[src/rtl/onehot_decoder_seq_pkg.sv]
// Shared types and defaults for the registered one-hot decoder/sweeper.
// Package onehot_pkg is imported by onehot_decoder_seq and bin2onehot.
package onehot_pkg;

    typedef enum logic {DECODE = 1'b0, SWEEP = 1'b1} mode_e;

    typedef enum logic {ST_IDLE, ST_SWEEP} state_e;

    localparam int BIN_W_DEFAULT = 4;

endpackage

[src/rtl/onehot_decoder_seq_bin2onehot.sv]
// Purely combinational binary index to one-hot converter.
// Shared by the accept path and the sweep-advance path of onehot_decoder_seq.
module bin2onehot
    import onehot_pkg::*;
#(
    parameter int BIN_W = BIN_W_DEFAULT,
    localparam int OUT_W = 1 << BIN_W
) (
    input  logic [BIN_W-1:0] bin,
    output logic [OUT_W-1:0] onehot
);

    assign onehot = OUT_W'(1) << bin;

endmodule

[src/rtl/onehot_decoder_seq.sv]
// Registered binary-to-one-hot decoder with valid/ready on both sides and a SWEEP mode.
// Optional macro ONEHOT_CHK_EN adds the sticky one-hot/stability checker output chk_err.
module onehot_decoder_seq
    import onehot_pkg::*;
#(
    parameter int BIN_W = BIN_W_DEFAULT,
    localparam int OUT_W = 1 << BIN_W
) (
    input  logic             clk,
    input  logic             reset_n,
    input  logic             in_valid,
    output logic             in_ready,
    input  logic [BIN_W-1:0] in_bin,
    input  logic             in_mode,
    output logic             out_valid,
    input  logic             out_ready,
    output logic [OUT_W-1:0] out_onehot,
    output logic             out_last,
    output logic             busy
`ifdef ONEHOT_CHK_EN
    ,
    output logic             chk_err
`endif
);

    localparam logic [BIN_W-1:0] MAX_IDX = '1;

    state_e           state_q, state_d;
    logic [BIN_W-1:0] idx_q, idx_d;
    logic [BIN_W-1:0] idx_inc;
    logic [BIN_W-1:0] dec_sel;
    logic [OUT_W-1:0] dec_onehot;

    logic             vld_p1, vld_d;
    logic [OUT_W-1:0] onehot_p1, onehot_d;
    logic             last_p1, last_d;

    logic             fire_in;
    logic             fire_out;
    logic             is_sweep_req;

    // Stage 0: request acceptance and decoder operand selection
    assign in_ready     = (state_q == ST_IDLE) && (!vld_p1 || out_ready);
    assign fire_in      = in_valid && in_ready;
    assign fire_out     = vld_p1 && out_ready;
    assign is_sweep_req = (mode_e'(in_mode) == SWEEP);
    assign idx_inc      = idx_q + BIN_W'(1);
    assign dec_sel      = (state_q == ST_IDLE) ? in_bin : idx_inc;

    bin2onehot #(.BIN_W(BIN_W)) u_bin2onehot (
        .bin    (dec_sel),
        .onehot (dec_onehot)
    );

    always_comb begin
        state_d  = state_q;
        idx_d    = idx_q;
        vld_d    = vld_p1;
        onehot_d = onehot_p1;
        last_d   = last_p1;
        case (state_q)
            ST_IDLE: begin
                if (fire_in) begin
                    vld_d    = 1'b1;
                    onehot_d = dec_onehot;
                    if (is_sweep_req) begin
                        idx_d  = in_bin;
                        last_d = (in_bin == MAX_IDX);
                        if (in_bin != MAX_IDX) begin
                            state_d = ST_SWEEP;
                        end
                    end else begin
                        last_d = 1'b1;
                    end
                end else if (fire_out) begin
                    vld_d    = 1'b0;
                    onehot_d = '0;
                    last_d   = 1'b0;
                end
            end
            ST_SWEEP: begin
                // The final beat never advances idx, so it cannot wrap past MAX_IDX.
                if (fire_out) begin
                    if (last_p1) begin
                        state_d  = ST_IDLE;
                        vld_d    = 1'b0;
                        onehot_d = '0;
                        last_d   = 1'b0;
                    end else begin
                        idx_d    = idx_inc;
                        onehot_d = dec_onehot;
                        last_d   = (idx_inc == MAX_IDX);
                    end
                end
            end
        endcase
    end

    // Stage 1: registered output beat and sweep state
    always_ff @(posedge clk or negedge reset_n) begin
        if (!reset_n) begin
            state_q   <= ST_IDLE;
            idx_q     <= '0;
            vld_p1    <= 1'b0;
            onehot_p1 <= '0;
            last_p1   <= 1'b0;
        end else begin
            state_q   <= state_d;
            idx_q     <= idx_d;
            vld_p1    <= vld_d;
            onehot_p1 <= onehot_d;
            last_p1   <= last_d;
        end
    end

    assign out_valid  = vld_p1;
    assign out_onehot = onehot_p1;
    assign out_last   = last_p1;
    assign busy       = (state_q == ST_SWEEP);

`ifdef ONEHOT_CHK_EN
    logic             stall_p2;
    logic [OUT_W-1:0] held_p2;
    logic             chk_err_q;

    function automatic logic is_onehot(input logic [OUT_W-1:0] w);
        return (w != '0) && ((w & (w - OUT_W'(1))) == '0);
    endfunction

    // Stage 2: observe the presented beat one cycle later
    always_ff @(posedge clk or negedge reset_n) begin
        if (!reset_n) begin
            stall_p2  <= 1'b0;
            held_p2   <= '0;
            chk_err_q <= 1'b0;
        end else begin
            stall_p2 <= vld_p1 && !out_ready;
            held_p2  <= onehot_p1;
            if ((vld_p1 && !is_onehot(onehot_p1)) || (stall_p2 && (onehot_p1 != held_p2))) begin
                chk_err_q <= 1'b1;
            end
        end
    end

    assign chk_err = chk_err_q;
`endif

endmodule
[config.mk]
export PLATFORM = sky130hd
export DESIGN_NAME = onehot_decoder_seq
export DESIGN_NICKNAME = d
export VERILOG_FILES = /design/src/rtl/onehot_decoder_seq_pkg.sv /design/src/rtl/onehot_decoder_seq_bin2onehot.sv /design/src/rtl/onehot_decoder_seq.sv
export SDC_FILE = /design/constraint.sdc
export NUM_CORES = 1
export LEC_CHECK = 0
export BUFFER_PORTS_ARGS = -buffer_cell sky130_fd_sc_hd__buf_2
export CAP_MARGIN = 20
export CORE_ASPECT_RATIO = 0.6
export CORE_MARGIN = 2
export CORE_UTILIZATION = 52
export CTS_CLUSTER_SIZE = 14
export DETAILED_ROUTE_END_ITERATION = 6
export PLACE_DENSITY_LB_ADDON = 0.12
export SLEW_MARGIN = 10
export SYNTH_ARGS = -nofsm -noshare
export SYNTH_HDL_FRONTEND = slang
export SYNTH_SLANG_ARGS = --single-unit
[constraint.sdc]
create_clock -name clk -period 1.77 [get_ports clk]
set_input_delay 0.0885 -clock clk [delete_from_list [all_inputs] [get_ports clk]]
set_output_delay 0.0885 -clock clk [all_outputs]
set_load 0.05 [all_outputs]
==> results by group <==
Hold path
  – Min-Delay Path Class: in2reg
  – Hold Path Depth: 3

Clocking
  – CTS tree: built
  – Worst-path clk slew: 80 ps
  – Clk buf depth: 2
  – Root Buffer: clkbuf_8
  – Clock Latency Late Sink: 270 ps
  – CTS buffer count: 3
  – H-tree depth: 1
  – Clock sink total: 23

Logic synthesis
  – Syn Nets: between 100 and 150
  – Synth top area cells: dfrtp_1, nand2_1, o31ai_1
  – Yosys warns: 0
  – Most frequent cells after synthesis: dfrtp_1, nand2_1, o31ai_1
  – Post-Syn Area: 1220 µm²
  – Cell taking the most area after synthesis: dfrtp_1
  – Post-synth ARST share: 100%
  – Syn Inst Count: 116
  – Post-synth EDFFs: 0
  – Ys flop type: dfrtp_1
  – Yosys cell types: 37
  – Syn Area/Cell: roughly 11 µm²
  – Sequential area share after synthesis: 47.1%
  – Synth Register Bits: 23
  – Share of the synthesized area in the top cell type: between 40% and 50%

Setup path
  – Worst r2r src: idx_q[0]
  – Worst-path fanout max: 6
  – End point of the critical path: out_onehot[9]
  – CP Data Arrival Time: 1810 ps
  – R2R setup slack: between 100 and 150 ps
  – Worst Reg-to-Reg Cells: 5
  – Setup crit start: idx_q[0]
  – Worst Path Required: 1930 ps
  – Crit end category: flip-flop
  – Crit path max-delay cell type: dfrtp_1
  – Critical-path cell list: ha_2 > xor2_1 > o22ai_1 > and2_1 > a32o_2
  – Worst path max stage delay: 440 ps
  – Crit path kind: reg2reg
  – Setup crit start kind: flip-flop
  – Reg2reg end: out_onehot[9]

Power
  – Leak: 0.000751 µW
  – VDD IR max: 1.15 mV
  – NetSw: approximately 1500 µW
  – Sequential power share: 30.3%
  – Switch share: a little over half
  – Clock share of power: 11.1%
  – Int Power: 1400 µW
  – PD cells: roughly 2000 nW/µm²
  – Combinational share of power: 58.6%

Route
  – Wire per inst: 16.2 µm
  – Via Count: just over 1000
  – Initial DRC Count: 109
  – Post-detailed-route count of antenna-violating nets: 0
  – Post-DR vias/cell: 5.74
  – Final wirelength: 2870 µm
  – DRC: 0
  – DRT Pass-1 Iters: 4

Finish
  – Layout cell share with drive strength beyond 1: 33.3%
  – Diode count: 0
  – Final #Nets: 159
  – Reg area: roughly 580 µm²
  – P&R area growth vs syn: 19.9%
  – Area occupied by multi-input gates: 621 µm²
  – # fillers: 186

Timing
  – Period utilization: 93.3%
  – Final Critical Period: between 1500 and 2000 ps
  – Final setup TNS: 0 ps
  – Max_slew headroom: roughly two thirds
  – Fmax: 606 MHz
  – Slew Limit Fails: 0
  – Final number of hold-violating endpoints: 0
  – Worst-Margin Slew: 506 ps
  – # setup viols final: 0
  – Setup Skew: between 5 and 6 ps
  – Unrepaired setup endpoints after global routing: no
  – Minimum hold slack: around 90 ps

Floorplan
  – Starting Density: between 50% and 60%
  – Core footprint: 2200 µm²
  – Row Count: 13
  – Die Ht: around 42 µm
  – Chip width: 66.6 µm
  – Die Footprint: 2770 µm²
  – # IOs: 29

Global routing
  – First-pass GRT wire length: 4820 µm
  – Grt ovf: 0
  – Global-route usage over all layers: 23.5%
  – Antenna violations before repair: 0
  – Vias in the first global route: ~1000
  – Largest net degree at the start of global routing: 24

Placement
  – Number of buffers inserted by port buffering: 28
  – Hpwl dp: 2210 µm
  – Final RePlAce weighted congestion: 0.923

Job
  – Max_cap viols: 0

Status
  – Outcome: finished clean
==> power groups by stage <==
stage                     Sequential [µW]  Combinational (µW)  Clock, µW
after detailed placement              890                1690          0
after global routing                  922                1840        360
after floorplan                      1300                 882          0
final                                 888                1720        325
after global placement                880                1670          0
after CTS                             883                1710        332
==> registers in the layout, summed over array words and instances, names as in the netlist <==
signal	flops
out_onehot	16
out_last	1
out_valid	1
idx_q	4
busy	1
==> cell usage in the layout (no fill, tap or decap), types with 2 or more instances in the layout <==
cell,n
a32o_1,4
buf_2,28
o31ai_1,8
o22ai_1,3
a32o_2,5
nor2_1,6
nand2_1,23
inv_1,2
a21o_1,2
nand2b_1,3
clkbuf_8,3
a21oi_1,3
and2_1,6
o21ai_1,2
dfrtp_1,22
==> logic make-up after synthesis <==
| group | synth area share (%) |
|---|---|
| buffers and inverters | 2.97 |
| adder cells (fa/ha/maj) | 2.05 |
| multiplexers | 1.74 |
| AND/OR/NAND/NOR | 19.3 |
| flip-flops | 47.1 |
| XOR/XNOR | 2.76 |
| AO/OA/AOI/OAI | 24.1 |
==> worst max-delay path: cells and delay by family (launching register included) <==
| family | cells | cell delay, ps |
|---|---|---|
| compound gates | 2 | 410 |
| xor+xnor | 1 | 210 |
| fa+ha+maj | 1 | 290 |
| flops | 1 | 440 |
| simple gates | 1 | 210 |
==> layer usage <==
layer | vias to the layer above | global-route usage (%) | wire [µm]
li1 | 485 | - | -
met1 | 487 | 36.3 | 1400
met2 | 40 | 31.8 | 1260
met3 | 4 | 7.05 | 183
met5 | - | 0 | 0
met4 | 0 | 6.53 | 27
==> stage by stage <==
step           total power (µW)  worst slack, ps  utilization (%)  instance area [µm²]  instances
4_1_cts                    2920             71.9             66.6                 1460        177
3_5_place_dp               2580             13.4             63.7                 1400        172
2_1_floorplan              2180             94.6                -                 1220        116
6_report                   2930              119             66.7                 1470        177
5_1_grt                    3120             28.1             66.7                 1470        177
3_3_place_gp               2550             31.4             63.7                 1400        172
==> layout make-up <==
type	count	share of cell area, %
Multi-Input combinational cell	87	42.4
Sequential cell	23	39.4
Timing Repair Buffer	31	12.1
Clock buffer	4	3.07
Inverter	2	0.512
Tap cell	30	2.56
==> repair_timing <==
item,CTS,global route
setup buffers,0,0
hold buffers,1,0
setup endpoints to repair,4,4
gates resized for setup,1,2
endpoints found under the hold margin,23,0
==> worst min-delay path by stage <==
stage	start	endpoint	slack (ps)
after floorplan	reset_n	busy	-210
after global placement	reset_n	out_onehot[9]	80
after detailed placement	reset_n	out_onehot[12]	90
after CTS	in_valid	out_valid	90
after global routing	in_valid	out_valid	100
final	in_valid	out_valid	90
No activity file was read; power rests on OpenSTA's default activity.
